### src/rtl/approx_mult_pkg.sv
// Shared definitions for the truncated array multiplier: mode encoding,
// accumulator sizing and the column-mask / row-split helpers.
package approx_mult_pkg;

  localparam logic MODE_APPROX = 1'b0;
  localparam logic MODE_EXACT  = 1'b1;

  localparam int DEF_W     = 8;
  localparam int DEF_ACC_W = 2 * DEF_W;

  // The full product of two w-bit operands never exceeds 2w bits.
  function automatic int acc_width(input int w);
    return 2 * w;
  endfunction

  function automatic logic col_keep(input int col, input int w, input int extra,
                                    input logic exact);
    return (exact == MODE_EXACT) || (col >= (w - extra));
  endfunction

  function automatic int rows_per_stage(input int w, input int stages);
    return (w + stages - 1) / stages;
  endfunction

  function automatic int row_lo(input int k, input int w, input int stages);
    return k * rows_per_stage(w, stages);
  endfunction

  // Trailing stages may own fewer rows, or none when ceil() overshoots.
  function automatic int rows_in_stage(input int k, input int w, input int stages);
    int lo;
    int rps;
    rps = rows_per_stage(w, stages);
    lo  = k * rps;
    if (lo >= w) return 0;
    return ((w - lo) < rps) ? (w - lo) : rps;
  endfunction

endpackage

### src/rtl/approx_pp_stage.sv
// One pipeline stage: adds its group of multiplier rows, masked by the beat's
// mode, to the incoming partial sum and registers beat, operands and sum.
module approx_pp_stage
  import approx_mult_pkg::*;
#(
  parameter int W       = 8,
  parameter int EXTRA   = 2,
  parameter int ROW_LO  = 0,
  parameter int ROW_CNT = 4,
  localparam int ACC_W  = acc_width(W)
) (
  input  logic             clk,
  input  logic             rst_n,
  input  logic             i_advance,
  input  logic             i_vld,
  input  logic [W-1:0]     i_x,
  input  logic [W-1:0]     i_y,
  input  logic             i_exact,
  input  logic [ACC_W-1:0] i_sum,
  output logic             o_vld,
  output logic [W-1:0]     o_x,
  output logic [W-1:0]     o_y,
  output logic             o_exact,
  output logic [ACC_W-1:0] o_sum
);

  logic             r_vld;
  logic [W-1:0]     r_x;
  logic [W-1:0]     r_y;
  logic             r_exact;
  logic [ACC_W-1:0] r_sum;

  logic [ACC_W-1:0] w_x_ext;
  logic [ACC_W-1:0] w_mask;
  logic [ACC_W-1:0] w_sum_next;

  function automatic logic [ACC_W-1:0] col_mask(input logic exact);
    logic [ACC_W-1:0] m;
    m = '0;
    for (int c = 0; c < ACC_W; c++) begin
      m[c] = col_keep(c, W, EXTRA, exact);
    end
    return m;
  endfunction

  always_comb begin
    w_x_ext    = ACC_W'(i_x);
    w_mask     = col_mask(i_exact);
    w_sum_next = i_sum;
    for (int j = 0; j < W; j++) begin
      if ((j >= ROW_LO) && (j < ROW_LO + ROW_CNT) && i_y[j]) begin
        w_sum_next = w_sum_next + ((w_x_ext << j) & w_mask);
      end
    end
  end

  // stage register boundary
  always_ff @(posedge clk or negedge rst_n) begin
    if (!rst_n) begin
      r_vld   <= 1'b0;
      r_x     <= '0;
      r_y     <= '0;
      r_exact <= 1'b0;
      r_sum   <= '0;
    end else if (i_advance) begin
      r_vld   <= i_vld;
      r_x     <= i_x;
      r_y     <= i_y;
      r_exact <= i_exact;
      r_sum   <= w_sum_next;
    end
  end

  assign o_vld   = r_vld;
  assign o_x     = r_x;
  assign o_y     = r_y;
  assign o_exact = r_exact;
  assign o_sum   = r_sum;

endmodule

### src/rtl/approx_mult_pipe.sv
// Pipelined unsigned truncated multiplier returning the upper W bits of x*y,
// exact or approximate per beat. Define APPROX_ROUND_EN to add 2^(W-1)
// round-half compensation to approximate-mode results.
module approx_mult_pipe
  import approx_mult_pkg::*;
#(
  parameter int W      = 8,
  parameter int EXTRA  = 2,
  parameter int STAGES = 2
) (
  input  logic         clk,
  input  logic         rst_n,
  input  logic         in_valid,
  output logic         in_ready,
  input  logic [W-1:0] in_x,
  input  logic [W-1:0] in_y,
  input  logic         in_exact,
  output logic         out_valid,
  input  logic         out_ready,
  output logic [W-1:0] out_p,
  output logic         out_exact
);

  localparam int ACC_W = acc_width(W);

  logic             w_advance;
  logic             w_vld   [STAGES+1];
  logic [W-1:0]     w_x     [STAGES+1];
  logic [W-1:0]     w_y     [STAGES+1];
  logic             w_exact [STAGES+1];
  logic [ACC_W-1:0] w_sum   [STAGES+1];

  // Seed value of the running sum; carries the optional rounding bias.
  function automatic logic [ACC_W-1:0] init_sum(input logic exact);
    logic [ACC_W-1:0] bias;
`ifdef APPROX_ROUND_EN
    bias = ACC_W'(1) << (W - 1);
`else
    bias = '0;
`endif
    return (exact == MODE_APPROX) ? bias : '0;
  endfunction

  // Single global stall: the whole pipe moves unless the output is blocked.
  assign w_advance = !w_vld[STAGES] || out_ready;
  assign in_ready  = w_advance;

  assign w_vld[0]   = in_valid;
  assign w_x[0]     = in_x;
  assign w_y[0]     = in_y;
  assign w_exact[0] = in_exact;
  assign w_sum[0]   = init_sum(in_exact);

  for (genvar k = 0; k < STAGES; k++) begin : g_stage
    approx_pp_stage #(
      .W       (W),
      .EXTRA   (EXTRA),
      .ROW_LO  (row_lo(k, W, STAGES)),
      .ROW_CNT (rows_in_stage(k, W, STAGES))
    ) u_stage (
      .clk       (clk),
      .rst_n     (rst_n),
      .i_advance (w_advance),
      .i_vld     (w_vld[k]),
      .i_x       (w_x[k]),
      .i_y       (w_y[k]),
      .i_exact   (w_exact[k]),
      .i_sum     (w_sum[k]),
      .o_vld     (w_vld[k+1]),
      .o_x       (w_x[k+1]),
      .o_y       (w_y[k+1]),
      .o_exact   (w_exact[k+1]),
      .o_sum     (w_sum[k+1])
    );
  end

  assign out_valid = w_vld[STAGES];
  assign out_exact = w_exact[STAGES];
  assign out_p     = w_sum[STAGES][ACC_W-1:W];

endmodule

### config.mk
export PLATFORM = sky130hd
export DESIGN_NAME = approx_mult_pipe
export DESIGN_NICKNAME = d
export VERILOG_FILES = /design/src/rtl/approx_mult_pkg.sv /design/src/rtl/approx_pp_stage.sv /design/src/rtl/approx_mult_pipe.sv
export SDC_FILE = /design/constraint.sdc
export NUM_CORES = 1
export LEC_CHECK = 0
export ABC_AREA = 1
export CAP_MARGIN = 20
export CELL_PAD_IN_SITES_DETAIL_PLACEMENT = 0
export CELL_PAD_IN_SITES_GLOBAL_PLACEMENT = 1
export CORE_AREA = 2 2 101 103
export DETAILED_ROUTE_END_ITERATION = 10
export DIE_AREA = 0 0 103 105
export DONT_BUFFER_PORTS = 1
export PLACE_DENSITY_LB_ADDON = 0.1
export SYNTH_ARGS = -nofsm -noshare
export SYNTH_HDL_FRONTEND = slang
export SYNTH_SLANG_ARGS = --single-unit
export TNS_END_PERCENT = 30
### constraint.sdc
create_clock -name clk -period 6.25 [get_ports clk]
set_clock_uncertainty 0.15 [all_clocks]
set_input_delay 0.625 -clock clk [delete_from_list [all_inputs] [get_ports clk]]
set_output_delay 0.625 -clock clk [all_outputs]
set_load 0.02 [all_outputs]
Word-level counts from Yosys, hierarchy flattened
Cells that the tools add are included.
{ "op_classes": {"bitwise_logic": 8, "n_mux": 8, "reduce_logical": 2, "add_sub_neg": 7} }
{ "op_table": {"columns": ["operator", "n"], "rows": [
  ["$mux W16", 8],
  ["$add A16 B16 Y16", 7],
  ["$and A10 B16 Y16", 1],
  ["$and A11 B16 Y16", 1],
  ["$and A12 B16 Y16", 1],
  ["$and A13 B16 Y16", 1],
  ["$and A14 B16 Y16", 1],
  ["$and A15 B16 Y16", 1],
  ["$and A8 B16 Y16", 1],
  ["$and A9 B16 Y16", 1],
  ["$logic_not A1 Y1", 1],
  ["$logic_or A1 B1 Y1", 1]
]} }
{ "word_totals": {"register_bits": 52, "output_inout_bits": 11} }

Depth between registers and ports, before layout
Gate-level depths: netlist of the first run.
{ "depth": {"ltp_word": 9, "ltp_mapped": 41, "depth_no_buf": 41} }

By module
A second synthesis of the first run with hierarchy kept.
{ "hier_totals": {"hier_cells": 1066, "area_unflattened_um2": 7000.5} }
{ "modules_own_cells": {"columns": ["module", "cells_per_inst", "area_each_um2", "n_inst"], "rows": [
  ["approx_pp_stage at g_stage[0].u_stage", 586, 3789.9, 1],
  ["approx_pp_stage at g_stage[1].u_stage", 477, 3199.3, 1],
  ["approx_mult_pipe", 3, 11.3, 1]
]} }

Worst setup path after synthesis of the first run
No wires, ideal clock.
{ "synth_path": {"path_kind": "reg2reg", "startpoint": "register g_stage[0].u_stage.r_x[1]", "endpoint": "register g_stage[1].u_stage.r_sum[14]", "t_arrival_ns": 4.528, "path_stages_with_launch": 36, "n_path_buf": 0, "setup_slack_ns": 1.455, "cell_sequence": "dfrtp_1 -> nand2_1 -> inv_1 -> ha_1 -> nand2_1 -> o21ai_2 -> nand2_2 -> nand2_1 -> nand2_1 -> nand2_1 -> nand2_1 -> nand2_1 -> nand2_1 -> o21ai_2 -> inv_2 -> ha_1 -> a21oi_1 -> nand3_1 -> nand3_1 -> a21boi_2 -> inv_1 -> ha_1 -> nand2_1 -> nor2_1 -> nand4_1 -> o211ai_2 -> xnor2_1 -> nand2_1 -> and2_4 -> ha_1 -> a21oi_1 -> nor2_1 -> a211oi_1 -> nand3_1 -> nand3_1 -> nand2_1"} }
{ "synth_between": {"elab_chain_len": 9, "elab_cells_between_ends": 12} }
{ "synth_rtl": {"columns": ["element", "line_no", "rtl"], "rows": [
  ["from (decl)", "approx_pp_stage.sv:28", "logic [W-1:0] r_x;"],
  ["from (signal assigned)", "approx_pp_stage.sv:67", "r_x <= i_x;"],
  ["$and A12 B16 Y16", "approx_pp_stage.sv:52", "w_sum_next = w_sum_next + ((w_x_ext << j) & w_mask);"],
  ["$add A16 B16 Y16", "approx_pp_stage.sv:52", null],
  ["$mux W16", "approx_pp_stage.sv:51", "if ((j >= ROW_LO) && (j < ROW_LO + ROW_CNT) && i_y[j]) begin"],
  ["$add A16 B16 Y16", "approx_pp_stage.sv:52", null],
  ["$mux W16", "approx_pp_stage.sv:51", null],
  ["$add A16 B16 Y16", "approx_pp_stage.sv:52", null],
  ["$mux W16", "approx_pp_stage.sv:51", null],
  ["$add A16 B16 Y16", "approx_pp_stage.sv:52", null],
  ["$mux W16 *", "approx_pp_stage.sv:51", null],
  ["to (signal assigned)", "approx_pp_stage.sv:70", "r_sum <= w_sum_next;"],
  ["to (decl)", "approx_pp_stage.sv:31", "logic [ACC_W-1:0] r_sum;"]
]} }
Mark *: on every way between the ends. The rest lies on a longest branch, timed or not.
A chain may end at the register's enable or synchronous reset.

Worst setup path after layout of the first run
{ "layout_path": {"startpoint": "register g_stage[0].u_stage.r_x[1]", "endpoint": "register g_stage[1].u_stage.r_sum[15]"} }
The elaborated chain is that of the path after synthesis.

==> flow_summary.json, run 1 <==
{
  "outcome": "finished, final reports clean",
  "synth_cell_types": 47,
  "synth_top_cell_by_area": "dfrtp_1",
  "grt_overflow": 0,
  "fmax_mhz": 186.3,
  "grt_pass1_vias": 3641,
  "synth_common_cells": "nand2_1, inv_1, ha_1",
  "crit_path_max_fanout": 7,
  "crit_family": "compound AO/OA/AOI/OAI gates",
  "max_stage_delay_ps": 530,
  "synth_most_common_cell": "nand2_1",
  "max_slew_margin": 0.6341,
  "hp-class": "in2async",
  "path_class": "reg2reg",
  "synth_compound_area_frac": 0.1617,
  "cts_max_path_buffers": 2,
  "synthAdderAreaFrac": 0.1954,
  "postSynthCellCount": 604,
  "cp.arrival_ps": 5390,
  "dpl.hpwl_um": 8563,
  "htree_levels": 2,
  "leakagePower_nw": 2.346,
  "setup_tns_ps": 0,
  "initial_core_util": 0.4198,
  "synth_xor_area_frac": 0.03432,
  "dp_slack_ps": 862.2,
  "drc": 0,
  "viasPerCell": 5.087,
  "rsz0062_at_grt": "no",
  "reg2reg_to": "g_stage[1].u_stage.o_sum[15]$_DFFE_PN0P_",
  "final_nets": 683,
  "synthMuxAreaShare": 0,
  "synth_top_area_frac": 0.1979,
  "ios": 32,
  "async_reset_ff_frac": 1.000,
  "cts_root_buf": "clkbuf_8",
  "cp_slowest_cell": "dfrtp_1",
  "ys_top_cells_by_area": "dfrtp_1, nand2_1, ha_1",
  "fin_crit_sh": 0.8591,
  "detail_route.wl_per_cell_um": 14.26,
  "clk_latency_ps": 290,
  "cap_violations": 0,
  "cp.required_ps": 6270,
  "ant_nets": 0,
  "io_buffers": 0,
  "grt_pass1_wl_um": 17640,
  "rows": 36,
  "grt_max_degree": 33,
  "drt_iter0_drc": 134,
  "fin_ws_ps": 880.9,
  "power.density_nw_per_um2": 327.5,
  "hold_viol": 0,
  "synth_top_family_by_area": "simple AND/OR/NAND/NOR gates",
  "slew_viol_final": 0,
  "rr_worst_depth": 28,
  "fin_hold_ws_ps": 10.96,
  "fp.dieH_um": 105,
  "synth_edf_count": 0,
  "cpMostUsedCell": "nand2_1",
  "cts_tree": "yes",
  "syn_to_final_growth_pct": 6.896,
  "vias": 3749,
  "reg2reg_slack_ps": 880,
  "cp_num_buf_inv": 1,
  "synth_nets": 684,
  "post_cts_buffers": 0,
  "synth-seq-cells": 32,
  "synthSimpleGateAreaFrac": 0.3222,
  "syn_area_per_cell_sq_um": 6.699,
  "diodes": 0,
  "crit-reg2reg-launch": "g_stage[0].u_stage.o_x[1]$_DFFE_PN0P_",
  "dieArea_sq_um": 10820,
  "cts_buffers": 5,
  "core-area_sq_um": 9639,
  "drive_gt1_frac": 0.08444,
  "start_kind": "register",
  "period_minus_slack_ps": 5369,
  "worst_pin_slew_ps": 546.9,
  "setup_viol": 0,
  "ir_drop_mv": 0.1055,
  "antenna_found_initial": 0,
  "wirelength_um": 10510,
  "ys_seq_area_frac": 0.1979,
  "worstSetupEndpointType": "register",
  "cts.clk_slew.worst_paths_ps": 70,
  "ys_dominant_reg_cell": "dfrtp_1",
  "place_congestion": 0.8095,
  "dr.pass1.iters": 4,
  "ys_warn_count": 0,
  "die_w_um": 103,
  "cts_sinks": 32,
  "syn_area_sq_um": 4046,
  "track_usage": 0.2072
}
[through the flow]
| step | cell area [sq um] | instances | util | power (mW) |
|---|---|---|---|---|
| floorplan | 4046 | 604 | - | 1.029 |
| global placement | 4179 | 728 | 0.4335 | 1.194 |
| detailed placement | 4179 | 728 | 0.4335 | 1.199 |
| CTS | 4325 | 737 | 0.4487 | 1.434 |
| global route | 4325 | 737 | 0.4487 | 1.582 |
| finish | 4325 | 737 | 0.4487 | 1.417 |
[cells by family (layout without fill, tap and decap cells)]
logic type | Yosys count | after routing
and+or+nand+nor | 297 | 297
adders and majority gates | 59 | 59
xor gates and xnor gates | 15 | 15
buffers and inverters | 93 | 93
DFF | 32 | 32
AOI/OAI and AO/OA | 108 | 108
[routing by layer]
layer  part of all wire  global-route usage
met1               0.44              0.2605
met2               0.49              0.3474
met3              0.045             0.04214
met4              0.023             0.07237
met5                  0                   0
[placed cells by master, fill, tap and decap left out, types with 6 or more instances in the layout]
master / instances
ha_1: 52
o21ai_0: 25
nand2_2: 6
o21ai_1: 11
inv_1: 77
xnor2_1: 10
nand3_1: 47
dfrtp_1: 32
nand2_1: 186
o21ai_2: 9
a21oi_1: 37
nor2_1: 25
fa_1: 7
nand3_2: 6
clkbuf_8: 7
[worst max-delay path by stage]
stage	startpoint	slack, ps	depth (start not counted)	end
global route	g_stage[0].u_stage.o_x[1]$_DFFE_PN0P_	260	28	g_stage[1].u_stage.o_sum[15]$_DFFE_PN0P_
CTS	g_stage[0].u_stage.o_x[1]$_DFFE_PN0P_	850	28	g_stage[1].u_stage.o_sum[15]$_DFFE_PN0P_
global placement	g_stage[0].u_stage.o_x[1]$_DFFE_PN0P_	950	28	g_stage[1].u_stage.o_sum[15]$_DFFE_PN0P_
floorplan	g_stage[0].u_stage.o_x[1]$_DFFE_PN0P_	1450	35	g_stage[1].u_stage.o_sum[14]$_DFFE_PN0P_
detailed placement	g_stage[0].u_stage.o_x[1]$_DFFE_PN0P_	860	28	g_stage[1].u_stage.o_sum[15]$_DFFE_PN0P_
finish	g_stage[0].u_stage.o_x[1]$_DFFE_PN0P_	880	28	g_stage[1].u_stage.o_sum[15]$_DFFE_PN0P_
[final cells by class]
class / count / area (sq um)
repair buffers: 2 / 27.53
inverters: 83 / 314.1
multi-input cells: 479 / 2890
clock inverters: 1 / 30.03
fillers: 1052 / 5314
well taps: 133 / 166.4
clock buffers: 7 / 96.34
flip-flops and latches: 32 / 800.8
[flip-flops by register name (all words and copies together), names as in the netlist]
| name | count |
|---|---|
| g_stage.u_stage.o_sum | 16 |
| g_stage.u_stage.o_x | 8 |
| g_stage.u_stage.o_y | 4 |
| g_stage.u_stage.o_exact | 2 |
| g_stage.u_stage.o_vld | 2 |
[report_power, final]
part / total [mW] / switching, mW / internal (mW)
clock network: 0.219 / 0.0787 / 0.141
logic: 0.851 / 0.506 / 0.345
registers: 0.347 / 0.0904 / 0.256
[what timing repair did]
| action | CTS | global route |
|---|---|---|
| hold buffers | 1 | 0 |
| gates resized for setup | 0 | 0 |
| hold endpoints to repair | 32 | 0 |
No activity file was read; power rests on OpenSTA's default activity.
==> inputs of run 2 (changes only) <==
--- a/config.mk
+++ b/config.mk
@@ -13,6 +13,7 @@
 export DETAILED_ROUTE_END_ITERATION = 10
 export DIE_AREA = 0 0 103 105
 export DONT_BUFFER_PORTS = 1
+export MAX_ROUTING_LAYER = met4
 export PLACE_DENSITY_LB_ADDON = 0.1
 export SYNTH_ARGS = -nofsm -noshare
 export SYNTH_HDL_FRONTEND = slang
==> flow_summary.json, run 2 (synthesis results as in run 1) <==
{
  "outcome": "finished, final reports clean",
  "slew_viol_final": 0,
  "cts_sinks": 32,
  "period_minus_slack_ps": 5372,
  "detail_route.wl_per_cell_um": 14.30,
  "clkPwrFrac": 0.155,
  "grt_overflow": 0,
  "final_common_cell": "nand2_1",
  "die_w_um": 103,
  "start_kind": "register",
  "combPwrFrac": 0.600,
  "dr.pass1.iters": 4,
  "fin_ws_ps": 878.3,
  "worst_pin_slew_ps": 549.0,
  "swShare": 0.4766,
  "worstSetupEndpointType": "register",
  "drc": 0,
  "vias": 3731,
  "hold_viol": 0,
  "power_switching_uw": 675.7,
  "path_class": "reg2reg",
  "core-area_sq_um": 9639,
  "crit-reg2reg-launch": "g_stage[0].u_stage.o_x[1]$_DFFE_PN0P_",
  "reg2reg_to": "g_stage[1].u_stage.o_sum[15]$_DFFE_PN0P_",
  "largest_reg_flops": 16,
  "cts_buffers": 5,
  "cts.clk_slew.worst_paths_ps": 70,
  "cap_violations": 0,
  "ios": 32,
  "post_cts_buffers": 0,
  "syn_to_final_growth_pct": 6.896,
  "initial_core_util": 0.4198,
  "cp.required_ps": 6270,
  "cts_root_buf": "clkbuf_8",
  "cpMostUsedCell": "nand2_1",
  "fmax_mhz": 186.2,
  "diodes": 0,
  "cts_tree": "yes",
  "io_buffers": 0,
  "antenna_found_initial": 0,
  "viasPerCell": 5.062,
  "crit_path_max_fanout": 7,
  "track_usage": 0.2125,
  "setup_viol": 0,
  "critPathCapture": "g_stage[1].u_stage.o_sum[15]$_DFFE_PN0P_",
  "drive_gt1_frac": 0.08444,
  "max_slew_margin": 0.6326,
  "power.density_nw_per_um2": 327.8,
  "rr_worst_depth": 28,
  "fin_crit_sh": 0.8595,
  "grt_pass1_wl_um": 17620,
  "max_stage_delay_ps": 530,
  "dpl.hpwl_um": 8563,
  "dp_slack_ps": 862.2,
  "p_int_uw": 742.1,
  "ant_nets": 0,
  "grt_pass1_vias": 3647,
  "fp.dieH_um": 105,
  "htree_levels": 2,
  "final_nets": 683,
  "cp.arrival_ps": 5390,
  "grt_max_degree": 33,
  "setup_tns_ps": 0,
  "dieArea_sq_um": 10820,
  "rsz0062_at_grt": "no",
  "finish.utilization": 0.4487,
  "ir_drop_mv": 0.1057,
  "seqPwrFrac": 0.244,
  "final_cell_mix": "nand2_1, inv_1, ha_1, nand3_1, a21oi_1",
  "clk_latency_ps": 290,
  "cp_slowest_cell": "dfrtp_1",
  "drt_iter0_drc": 138,
  "wirelength_um": 10540,
  "rows": 36,
  "critPathLaunch": "g_stage[0].u_stage.o_x[1]$_DFFE_PN0P_",
  "reg2reg_slack_ps": 880,
  "cts_max_path_buffers": 2,
  "leakagePower_nw": 2.346,
  "hp-class": "in2async",
  "place_congestion": 0.8214
}
run 2: cell counts in the layout (fill, tap and decap cells not counted):
Identical to the previous run, type by type.
run 2: layer usage:
metal	share of wire	routed length, um	track usage
met1	0.45	4711	0.2605
met3	0.042	445	0.03946
met2	0.49	5130	0.3479
met5	0	0	-
met4	0.024	249	0.07237
run 2: critical path: cells and delay by family (launching register included):
family | cells | cell delay [ps]
compound gates | 9 | 1560
xor+xnor | 1 | 160
fa+ha+maj | 4 | 1460
buf+inv | 1 | 80
flops | 1 | 530
simple gates | 13 | 1310
run 2: final cells by class:
type	count	area, sq um
tap	133	166.4
fill	1052	5314
clock inverter	1	30.03
multi-input combinational	479	2890
timing repair buffer	2	27.53
sequential	32	800.8
clock buffer	7	96.34
inverter	83	314.1
run 2: power groups by stage:
stage                     clock network, mW  registers [mW]  logic, mW
after floorplan                           0           0.326      0.703
after global placement                    0           0.353      0.841
after detailed placement                  0           0.353      0.846
after CTS                             0.227           0.349      0.857
after global routing                  0.238           0.357      0.986
final                                 0.220           0.347      0.851
run 2: how the worst min path moves through the flow:
stage          cells past startpoint                                       end  startpoint  slack [ps]
6_report                           1  g_stage[1].u_stage.o_sum[10]$_DFFE_PN0P_       rst_n           9
3_5_place_dp                       0  g_stage[0].u_stage.o_sum[11]$_DFFE_PN0P_       rst_n         180
3_3_place_gp                       0  g_stage[0].u_stage.o_sum[11]$_DFFE_PN0P_       rst_n         180
4_1_cts                            1  g_stage[1].u_stage.o_sum[10]$_DFFE_PN0P_       rst_n           5
5_1_grt                            1  g_stage[1].u_stage.o_sum[10]$_DFFE_PN0P_       rst_n           6
2_1_floorplan                      0    g_stage[0].u_stage.o_exact$_DFFE_PN0P_       rst_n         180
run 2: stage by stage:
stage | total power, mW | cells | instance area, sq um | hold slack, ps
floorplan | 1.029 | 604 | 4046 | 179.4
global placement | 1.194 | 728 | 4179 | 180.2
detailed placement | 1.199 | 728 | 4179 | 180.1
CTS | 1.434 | 737 | 4325 | 5.056
global route | 1.582 | 737 | 4325 | 5.500
finish | 1.418 | 737 | 4325 | 8.603
run 2: what timing repair did:
item	4_1_cts	5_1_grt
setup endpoints to repair	0	0
endpoints found under the hold margin	32	0
resized for setup	0	0
hold buffers	1	0
